[src/rtl/prl_tx_arb_if.sv]
// Signal bundle between the PHY TX arbiter, its three protocol-layer requesters and the PHY TX port.
// Handshakes: a requester holds req_en until its one-cycle req_done; a payload byte stays valid until the PHY pulses phy2prl_tx_payload_done for it.
interface prl_tx_arb_if;
    logic [2:0]  req_en;
    logic [8:0]  req_type;
    logic [2:0]  req_payload_en;
    logic [23:0] req_payload;
    logic [2:0]  req_payload_last;
    logic [2:0]  req_payload_done;
    logic [2:0]  req_done;
    logic [2:0]  req_result;
    logic [2:0]  grant;

    logic        prl2phy_tx_packet_en;
    logic [2:0]  prl2phy_tx_packet_type;
    logic        phy2prl_tx_packet_done;
    logic        phy2prl_tx_packet_result;
    logic        prl2phy_tx_payload_en;
    logic [7:0]  prl2phy_tx_payload;
    logic        prl2phy_tx_payload_last;
    logic        phy2prl_tx_payload_done;
    logic        phy_rx_busy;

    // Arbiter side.
    modport master (
        input  req_en, req_type, req_payload_en, req_payload, req_payload_last,
        input  phy2prl_tx_packet_done, phy2prl_tx_packet_result,
        input  phy2prl_tx_payload_done, phy_rx_busy,
        output req_payload_done, req_done, req_result, grant,
        output prl2phy_tx_packet_en, prl2phy_tx_packet_type,
        output prl2phy_tx_payload_en, prl2phy_tx_payload, prl2phy_tx_payload_last
    );

    // Requesters plus PHY side.
    modport slave (
        output req_en, req_type, req_payload_en, req_payload, req_payload_last,
        output phy2prl_tx_packet_done, phy2prl_tx_packet_result,
        output phy2prl_tx_payload_done, phy_rx_busy,
        input  req_payload_done, req_done, req_result, grant,
        input  prl2phy_tx_packet_en, prl2phy_tx_packet_type,
        input  prl2phy_tx_payload_en, prl2phy_tx_payload, prl2phy_tx_payload_last
    );
endinterface

[src/rtl/prl_tx_arb.sv]
// Fixed-priority arbiter/sequencer for the single PHY TX channel: hard reset > GoodCRC > message.
// One packet at a time, inter-frame gap after every packet end, watchdog abort on a stuck PHY.
module prl_tx_arb #(
    parameter int IFG_CYCLES     = 300,
    parameter int TIMEOUT_CYCLES = 12000,
    parameter int CW             = 14
) (
    input  logic         clk,
    input  logic         rst_n,
    prl_tx_arb_if.master bus,
    output logic [1:0]   dbg_state
);
    typedef enum logic [1:0] {
        IDLE  = 2'd0,
        START = 2'd1,
        BUSY  = 2'd2,
        GAP   = 2'd3
    } state_t;

    localparam logic [CW-1:0] IFG_LOAD = CW'(IFG_CYCLES);
    localparam logic [CW-1:0] TO_LOAD  = CW'(TIMEOUT_CYCLES);

    state_t        state;
    logic [1:0]    owner;
    logic [2:0]    owner_oh;
    logic [CW-1:0] wdog;
    logic [CW-1:0] gap_cnt;
    logic [2:0]    grant_r;
    logic [2:0]    type_r;
    logic          packet_en_r;
    logic [2:0]    req_done_r;
    logic [2:0]    req_result_r;

    logic [1:0]    win_idx;
    logic [2:0]    win_oh;
    logic [2:0]    win_type;

    // Lowest set index wins.
    always_comb begin
        win_idx  = 2'd0;
        win_type = bus.req_type[2:0];
        if (bus.req_en[0]) begin
            win_idx  = 2'd0;
            win_type = bus.req_type[2:0];
        end else if (bus.req_en[1]) begin
            win_idx  = 2'd1;
            win_type = bus.req_type[5:3];
        end else begin
            win_idx  = 2'd2;
            win_type = bus.req_type[8:6];
        end
    end

    assign win_oh   = 3'b001 << win_idx;
    assign owner_oh = 3'b001 << owner;

    always_ff @(posedge clk) begin
        if (!rst_n) begin
            state        <= IDLE;
            owner        <= 2'd0;
            wdog         <= '0;
            gap_cnt      <= '0;
            grant_r      <= 3'b000;
            type_r       <= 3'b000;
            packet_en_r  <= 1'b0;
            req_done_r   <= 3'b000;
            req_result_r <= 3'b000;
        end else begin
            packet_en_r  <= 1'b0;
            req_done_r   <= 3'b000;
            req_result_r <= 3'b000;
            case (state)
                IDLE: begin
                    if ((|bus.req_en) && !bus.phy_rx_busy) begin
                        state       <= START;
                        owner       <= win_idx;
                        type_r      <= win_type;
                        grant_r     <= win_oh;
                        packet_en_r <= 1'b1;
                    end
                end
                START: begin
                    wdog  <= TO_LOAD;
                    state <= BUSY;
                end
                BUSY: begin
                    // A PHY done in the expiry cycle still reports the PHY result.
                    if (bus.phy2prl_tx_packet_done) begin
                        req_done_r   <= owner_oh;
                        req_result_r <= bus.phy2prl_tx_packet_result ? owner_oh : 3'b000;
                        grant_r      <= 3'b000;
                        type_r       <= 3'b000;
                        wdog         <= '0;
                        gap_cnt      <= IFG_LOAD;
                        state        <= GAP;
                    end else if (wdog <= CW'(1)) begin
                        req_done_r   <= owner_oh;
                        grant_r      <= 3'b000;
                        type_r       <= 3'b000;
                        wdog         <= '0;
                        gap_cnt      <= IFG_LOAD;
                        state        <= GAP;
                    end else begin
                        wdog <= wdog - CW'(1);
                    end
                end
                GAP: begin
                    if (gap_cnt <= CW'(1)) begin
                        gap_cnt <= '0;
                        state   <= IDLE;
                    end else begin
                        gap_cnt <= gap_cnt - CW'(1);
                    end
                end
                default: state <= IDLE;
            endcase
        end
    end

    // Payload path is a pure mux on the owner, live only while the packet is in flight.
    always_comb begin
        bus.prl2phy_tx_payload_en   = 1'b0;
        bus.prl2phy_tx_payload      = 8'h00;
        bus.prl2phy_tx_payload_last = 1'b0;
        bus.req_payload_done        = 3'b000;
        if (state == BUSY) begin
            bus.req_payload_done = bus.phy2prl_tx_payload_done ? owner_oh : 3'b000;
            case (owner)
                2'd0: begin
                    bus.prl2phy_tx_payload_en   = bus.req_payload_en[0];
                    bus.prl2phy_tx_payload      = bus.req_payload[7:0];
                    bus.prl2phy_tx_payload_last = bus.req_payload_last[0];
                end
                2'd1: begin
                    bus.prl2phy_tx_payload_en   = bus.req_payload_en[1];
                    bus.prl2phy_tx_payload      = bus.req_payload[15:8];
                    bus.prl2phy_tx_payload_last = bus.req_payload_last[1];
                end
                2'd2: begin
                    bus.prl2phy_tx_payload_en   = bus.req_payload_en[2];
                    bus.prl2phy_tx_payload      = bus.req_payload[23:16];
                    bus.prl2phy_tx_payload_last = bus.req_payload_last[2];
                end
                default: ;
            endcase
        end
    end

    assign bus.grant                  = grant_r;
    assign bus.req_done               = req_done_r;
    assign bus.req_result             = req_result_r;
    assign bus.prl2phy_tx_packet_en   = packet_en_r;
    assign bus.prl2phy_tx_packet_type = type_r;
    assign dbg_state                  = state;
endmodule

[src/flat_wrapper.sv]
// flat-port wrapper written by rule: the top's interface ports become plain ports
module prl_tx_arb_flat 
#(
    parameter int IFG_CYCLES     = 300,
    parameter int TIMEOUT_CYCLES = 12000,
    parameter int CW             = 14
)
  (clk, rst_n, dbg_state, bus_req_en, bus_req_type, bus_req_payload_en, bus_req_payload, bus_req_payload_last, bus_phy2prl_tx_packet_done, bus_phy2prl_tx_packet_result, bus_phy2prl_tx_payload_done, bus_phy_rx_busy, bus_req_payload_done, bus_req_done, bus_req_result, bus_grant, bus_prl2phy_tx_packet_en, bus_prl2phy_tx_packet_type, bus_prl2phy_tx_payload_en, bus_prl2phy_tx_payload, bus_prl2phy_tx_payload_last);
  prl_tx_arb_if bus_i ();
  input  logic clk;
  input  logic rst_n;
  output logic [1:0] dbg_state;
  input wire logic [$bits(bus_i.req_en)-1:0] bus_req_en;
  input wire logic [$bits(bus_i.req_type)-1:0] bus_req_type;
  input wire logic [$bits(bus_i.req_payload_en)-1:0] bus_req_payload_en;
  input wire logic [$bits(bus_i.req_payload)-1:0] bus_req_payload;
  input wire logic [$bits(bus_i.req_payload_last)-1:0] bus_req_payload_last;
  input wire logic [$bits(bus_i.phy2prl_tx_packet_done)-1:0] bus_phy2prl_tx_packet_done;
  input wire logic [$bits(bus_i.phy2prl_tx_packet_result)-1:0] bus_phy2prl_tx_packet_result;
  input wire logic [$bits(bus_i.phy2prl_tx_payload_done)-1:0] bus_phy2prl_tx_payload_done;
  input wire logic [$bits(bus_i.phy_rx_busy)-1:0] bus_phy_rx_busy;
  output wire logic [$bits(bus_i.req_payload_done)-1:0] bus_req_payload_done;
  output wire logic [$bits(bus_i.req_done)-1:0] bus_req_done;
  output wire logic [$bits(bus_i.req_result)-1:0] bus_req_result;
  output wire logic [$bits(bus_i.grant)-1:0] bus_grant;
  output wire logic [$bits(bus_i.prl2phy_tx_packet_en)-1:0] bus_prl2phy_tx_packet_en;
  output wire logic [$bits(bus_i.prl2phy_tx_packet_type)-1:0] bus_prl2phy_tx_packet_type;
  output wire logic [$bits(bus_i.prl2phy_tx_payload_en)-1:0] bus_prl2phy_tx_payload_en;
  output wire logic [$bits(bus_i.prl2phy_tx_payload)-1:0] bus_prl2phy_tx_payload;
  output wire logic [$bits(bus_i.prl2phy_tx_payload_last)-1:0] bus_prl2phy_tx_payload_last;
  assign bus_i.req_en = bus_req_en;
  assign bus_i.req_type = bus_req_type;
  assign bus_i.req_payload_en = bus_req_payload_en;
  assign bus_i.req_payload = bus_req_payload;
  assign bus_i.req_payload_last = bus_req_payload_last;
  assign bus_i.phy2prl_tx_packet_done = bus_phy2prl_tx_packet_done;
  assign bus_i.phy2prl_tx_packet_result = bus_phy2prl_tx_packet_result;
  assign bus_i.phy2prl_tx_payload_done = bus_phy2prl_tx_payload_done;
  assign bus_i.phy_rx_busy = bus_phy_rx_busy;
  assign bus_req_payload_done = bus_i.req_payload_done;
  assign bus_req_done = bus_i.req_done;
  assign bus_req_result = bus_i.req_result;
  assign bus_grant = bus_i.grant;
  assign bus_prl2phy_tx_packet_en = bus_i.prl2phy_tx_packet_en;
  assign bus_prl2phy_tx_packet_type = bus_i.prl2phy_tx_packet_type;
  assign bus_prl2phy_tx_payload_en = bus_i.prl2phy_tx_payload_en;
  assign bus_prl2phy_tx_payload = bus_i.prl2phy_tx_payload;
  assign bus_prl2phy_tx_payload_last = bus_i.prl2phy_tx_payload_last;
  prl_tx_arb #(.IFG_CYCLES(IFG_CYCLES), .TIMEOUT_CYCLES(TIMEOUT_CYCLES), .CW(CW)) u_core (.clk(clk), .rst_n(rst_n), .bus(bus_i), .dbg_state(dbg_state));
endmodule
[config.mk]
export PLATFORM = sky130hd
export DESIGN_NAME = prl_tx_arb_flat
export DESIGN_NICKNAME = d
export VERILOG_FILES = /design/src/rtl/prl_tx_arb_if.sv /design/src/rtl/prl_tx_arb.sv /design/src/flat_wrapper.sv
export SDC_FILE = /design/constraint.sdc
export NUM_CORES = 1
export LEC_CHECK = 0
export BUFFER_PORTS_ARGS = -buffer_cell sky130_fd_sc_hd__buf_2
export CAP_MARGIN = 20
export CORE_MARGIN = 5
export CORE_UTILIZATION = 45
export CTS_BUF_LIST = sky130_fd_sc_hd__clkbuf_4
export DETAILED_ROUTE_END_ITERATION = 8
export PLACE_DENSITY = 0.7
export SETUP_SLACK_MARGIN = 0.02
export SLEW_MARGIN = 20
export SYNTH_ARGS = -nofsm -noshare
export SYNTH_HDL_FRONTEND = slang
export SYNTH_SLANG_ARGS = --single-unit
[constraint.sdc]
create_clock -name clk -period 3 [get_ports clk]
set_input_delay 0.45 -clock clk [delete_from_list [all_inputs] [get_ports clk]]
set_output_delay 0.45 -clock clk [all_outputs]
set_load 0.01 [all_outputs]
==> key figures <==
Synth
  • #FFs+latches synth: 45
  • Unique cell type count in the Yosys netlist: 52
  • Mux share of post-synthesis cell area: 6.13%
  • Synth Area in XOR/XNOR: 0.631%
  • Avg Cell Area, Syn: 7.82 um^2
  • Cells after Synth: 355
  • Synth Area in Simple Gates: 28.3%
  • Async SR Flop Fraction: 0%
  • Post-Syn Area: 2780 um^2
  • Post-synth EDFFs: 0
  • Synth Area in Compound Gates: 22.7%
  • Post-Syn Nets: 411
  • Ys flop type: dfxtp_1
  • Sequential share of the synthesized area: 32.4%
  • Warnings, synthesis: 0
  • Post-synthesis adder-cell area fraction: 3.61%
  • Largest family of logic cells by synthesized area: simple AND/OR/NAND/NOR gates

Floorplanning
  • Initial core utilization: 46.6%
  • Row Count: 28
  • Die ar.: 7840 um^2
  • Die Span Y: 88.6 um
  • # IOs: 76
  • Floorplan core area: 5960 um^2
  • Die width: 88.6 um

Cells and area
  • Area growth from synthesis to layout: 16.2%
  • Most common cell after layout, fill and taps aside: buf_2
  • Share of layout cells above drive strength 1: 23.1%
  • Nets@finish: 470
  • Post-Layout Cell Count: 490
  • Most frequent cells in the layout: 75 x buf_2, 45 x dfxtp_1, 42 x nand2_1
  • Diodes inserted: 0
  • Fillers: 574

Power and ir drop
  • LEAKAGE: 1.42 nW
  • Worst vdd ir: 0.000482 V
  • Cell Pwr Density: 869 nW/um^2

STA
  • Setup TNS: 0 ns
  • Relative slew slack: 42.0%
  • Final setup violation count: 0
  • Final Skew: 0.0134 ns
  • Unrepaired setup endpoints after global routing: no
  • Max-slew violation total from the final report: 0
  • Fin crit period: 2.50 ns
  • Tcrit/Tclk final: 83.4%
  • Slew at the pin closest to its max-slew limit: 0.863 ns
  • Peak Freq: 400 MHz
  • Final Hold Fails: 0

Placement
  • PortBufs: 75
  • Cells after DPL: 482
  • GP Congestion: 0.846
  • Hpwl dp: 5280 um

Route
  • Initial DRT Pass Iterations: 6
  • Vias: 2,736
  • Antenna viol nets, final: 0
  • Via density: 5.58
  • # DRC: 0
  • WL final: 7060 um
  • Iteration-0 DRC count of the detailed router: 142
  • Average wire per standard cell: 14.4 um

GRT
  • Global-route wire length before repair: 11,600 um
  • Number of global-route vias before repair: 2,524
  • Total grt overflow: 0
  • Largest net degree at the start of global routing: 32
  • Overall Global Routing Usage: 18.1%
  • Antenna violations before repair: 0

Clock tree
  • Number of post-CTS setup repair buffers: 0
  • TritonCTS Sinks: 45
  • Cts bufs inserted: 5
  • Hold buffers post-CTS: 0
  • Reg clk slew, reported paths: 0.13 ns
  • H-tree levels: 2
  • CTS tree: yes
  • PostCTS Resize Cnt: 0
  • CTS Root Cell: clkbuf_4
  • Clk buf depth: 2
  • Clock latency on the worst-skew pair: 0.36 ns

Critical path
  • Setup crit start kind: flop
  • Worst-path maximum fanout: 17
  • Crit path DAT: 2.05 ns
  • Worst setup EP type: primary output
  • CP Data Required Time: 2.55 ns
  • Critical path class: reg -> out

Worst hold path
  • Hold WC Path Type: in -> reg

Outcome
  • Outcome: completed

Job
  • Maxcap violations: 0
==> layer usage <==
layer / up-vias / track usage (%) / routed length [um]
li1: 1407 / - / -
met1: 1263 / 23.8 / 3060
met2: 64 / 30.1 / 3560
met3: 2 / 3.72 / 407
met4: 0 / 5.08 / 29
met5: - / 0 / 0
==> logic make-up after synthesis <==
logic type               after synthesis
XOR/XNOR                               2
flip-flops                            45
adder cells (fa/ha/maj)                8
buffers and inverters                 38
AND/OR/NAND/NOR                      151
AO/OA/AOI/OAI                         94
multiplexers                          17
==> critical path: stages (launching register included) <==
cell and delay, ns:
dfxtp_1 0.63, nor2b_1 0.60, nand2_1 0.10, o21ai_0 0.09, and2_1 0.14, buf_2 0.12
==> per-stage QoR <==
step	setup slack [ns]	util [%]	cell area, um^2	hold slack, ns	total power, mW
final	0.498	54.2	3230	0.280	2.81
after global routing	0.243	54.2	3230	0.263	3.08
after CTS	0.466	54.2	3230	0.258	2.81
after detailed placement	0.767	52.9	3150	0.474	2.42
after global placement	0.828	52.9	3150	0.464	2.41
after floorplan	0.892	-	2780	0.456	2.12
==> cell type report <==
type / instances / area, um^2 / share of cell area (%)
clock buffers: 6 / 45.0 / 1.40
repair buffers: 80 / 413 / 12.8
clock inverters: 2 / 33.8 / 1.05
well taps: 75 / 93.8 / 2.91
flip-flops and latches: 45 / 901 / 27.9
inverters: 10 / 37.5 / 1.16
multi-input cells: 272 / 1700 / 52.8
==> cells in the mapped netlist (8+ instances only) <==
master	number	area [um^2]
a21oi_1	14	70.1
nand2_1	42	158
inv_1	10	37.5
ha_1	8	100
nor3_1	22	110
mux2i_1	17	170
o21ai_0	31	155
clkbuf_1	21	78.8
and2_1	10	62.6
a32o_1	10	100
dfxtp_1	45	901
nor2_1	30	113
nor4_1	11	68.8
==> where the power goes <==
part           total, mW  internal (mW)  switching, mW
logic               1.57          0.615          0.955
clock network      0.381          0.183          0.198
registers          0.854          0.717          0.137
total               2.81           1.51           1.29
==> flip-flops by register name (all words and copies together), names as in the netlist, 2 cells and up <==
register / count
u_core.dbg_state: 2
u_core.gap_cnt: 14
u_core.bus.req_result: 3
u_core.owner: 2
u_core.wdog: 14
u_core.bus.grant: 3
u_core.bus.req_done: 3
u_core.bus.prl2phy_tx_packet_type: 3
==> final timing paths <==
path	depth (start not counted)	startpoint	slack, ns	endpoint
hold reg to reg	2	u_core.bus.grant[2]	0.49	u_core.bus.grant[2]
setup / recovery	5	u_core.owner[1]	0.50	bus_prl2phy_tx_payload_en
setup reg to reg	5	u_core.wdog[2]	0.77	u_core.wdog[10]
hold / removal	2	bus_phy_rx_busy	0.28	u_core.bus.prl2phy_tx_packet_en
Power figures use the tool's default switching activity.
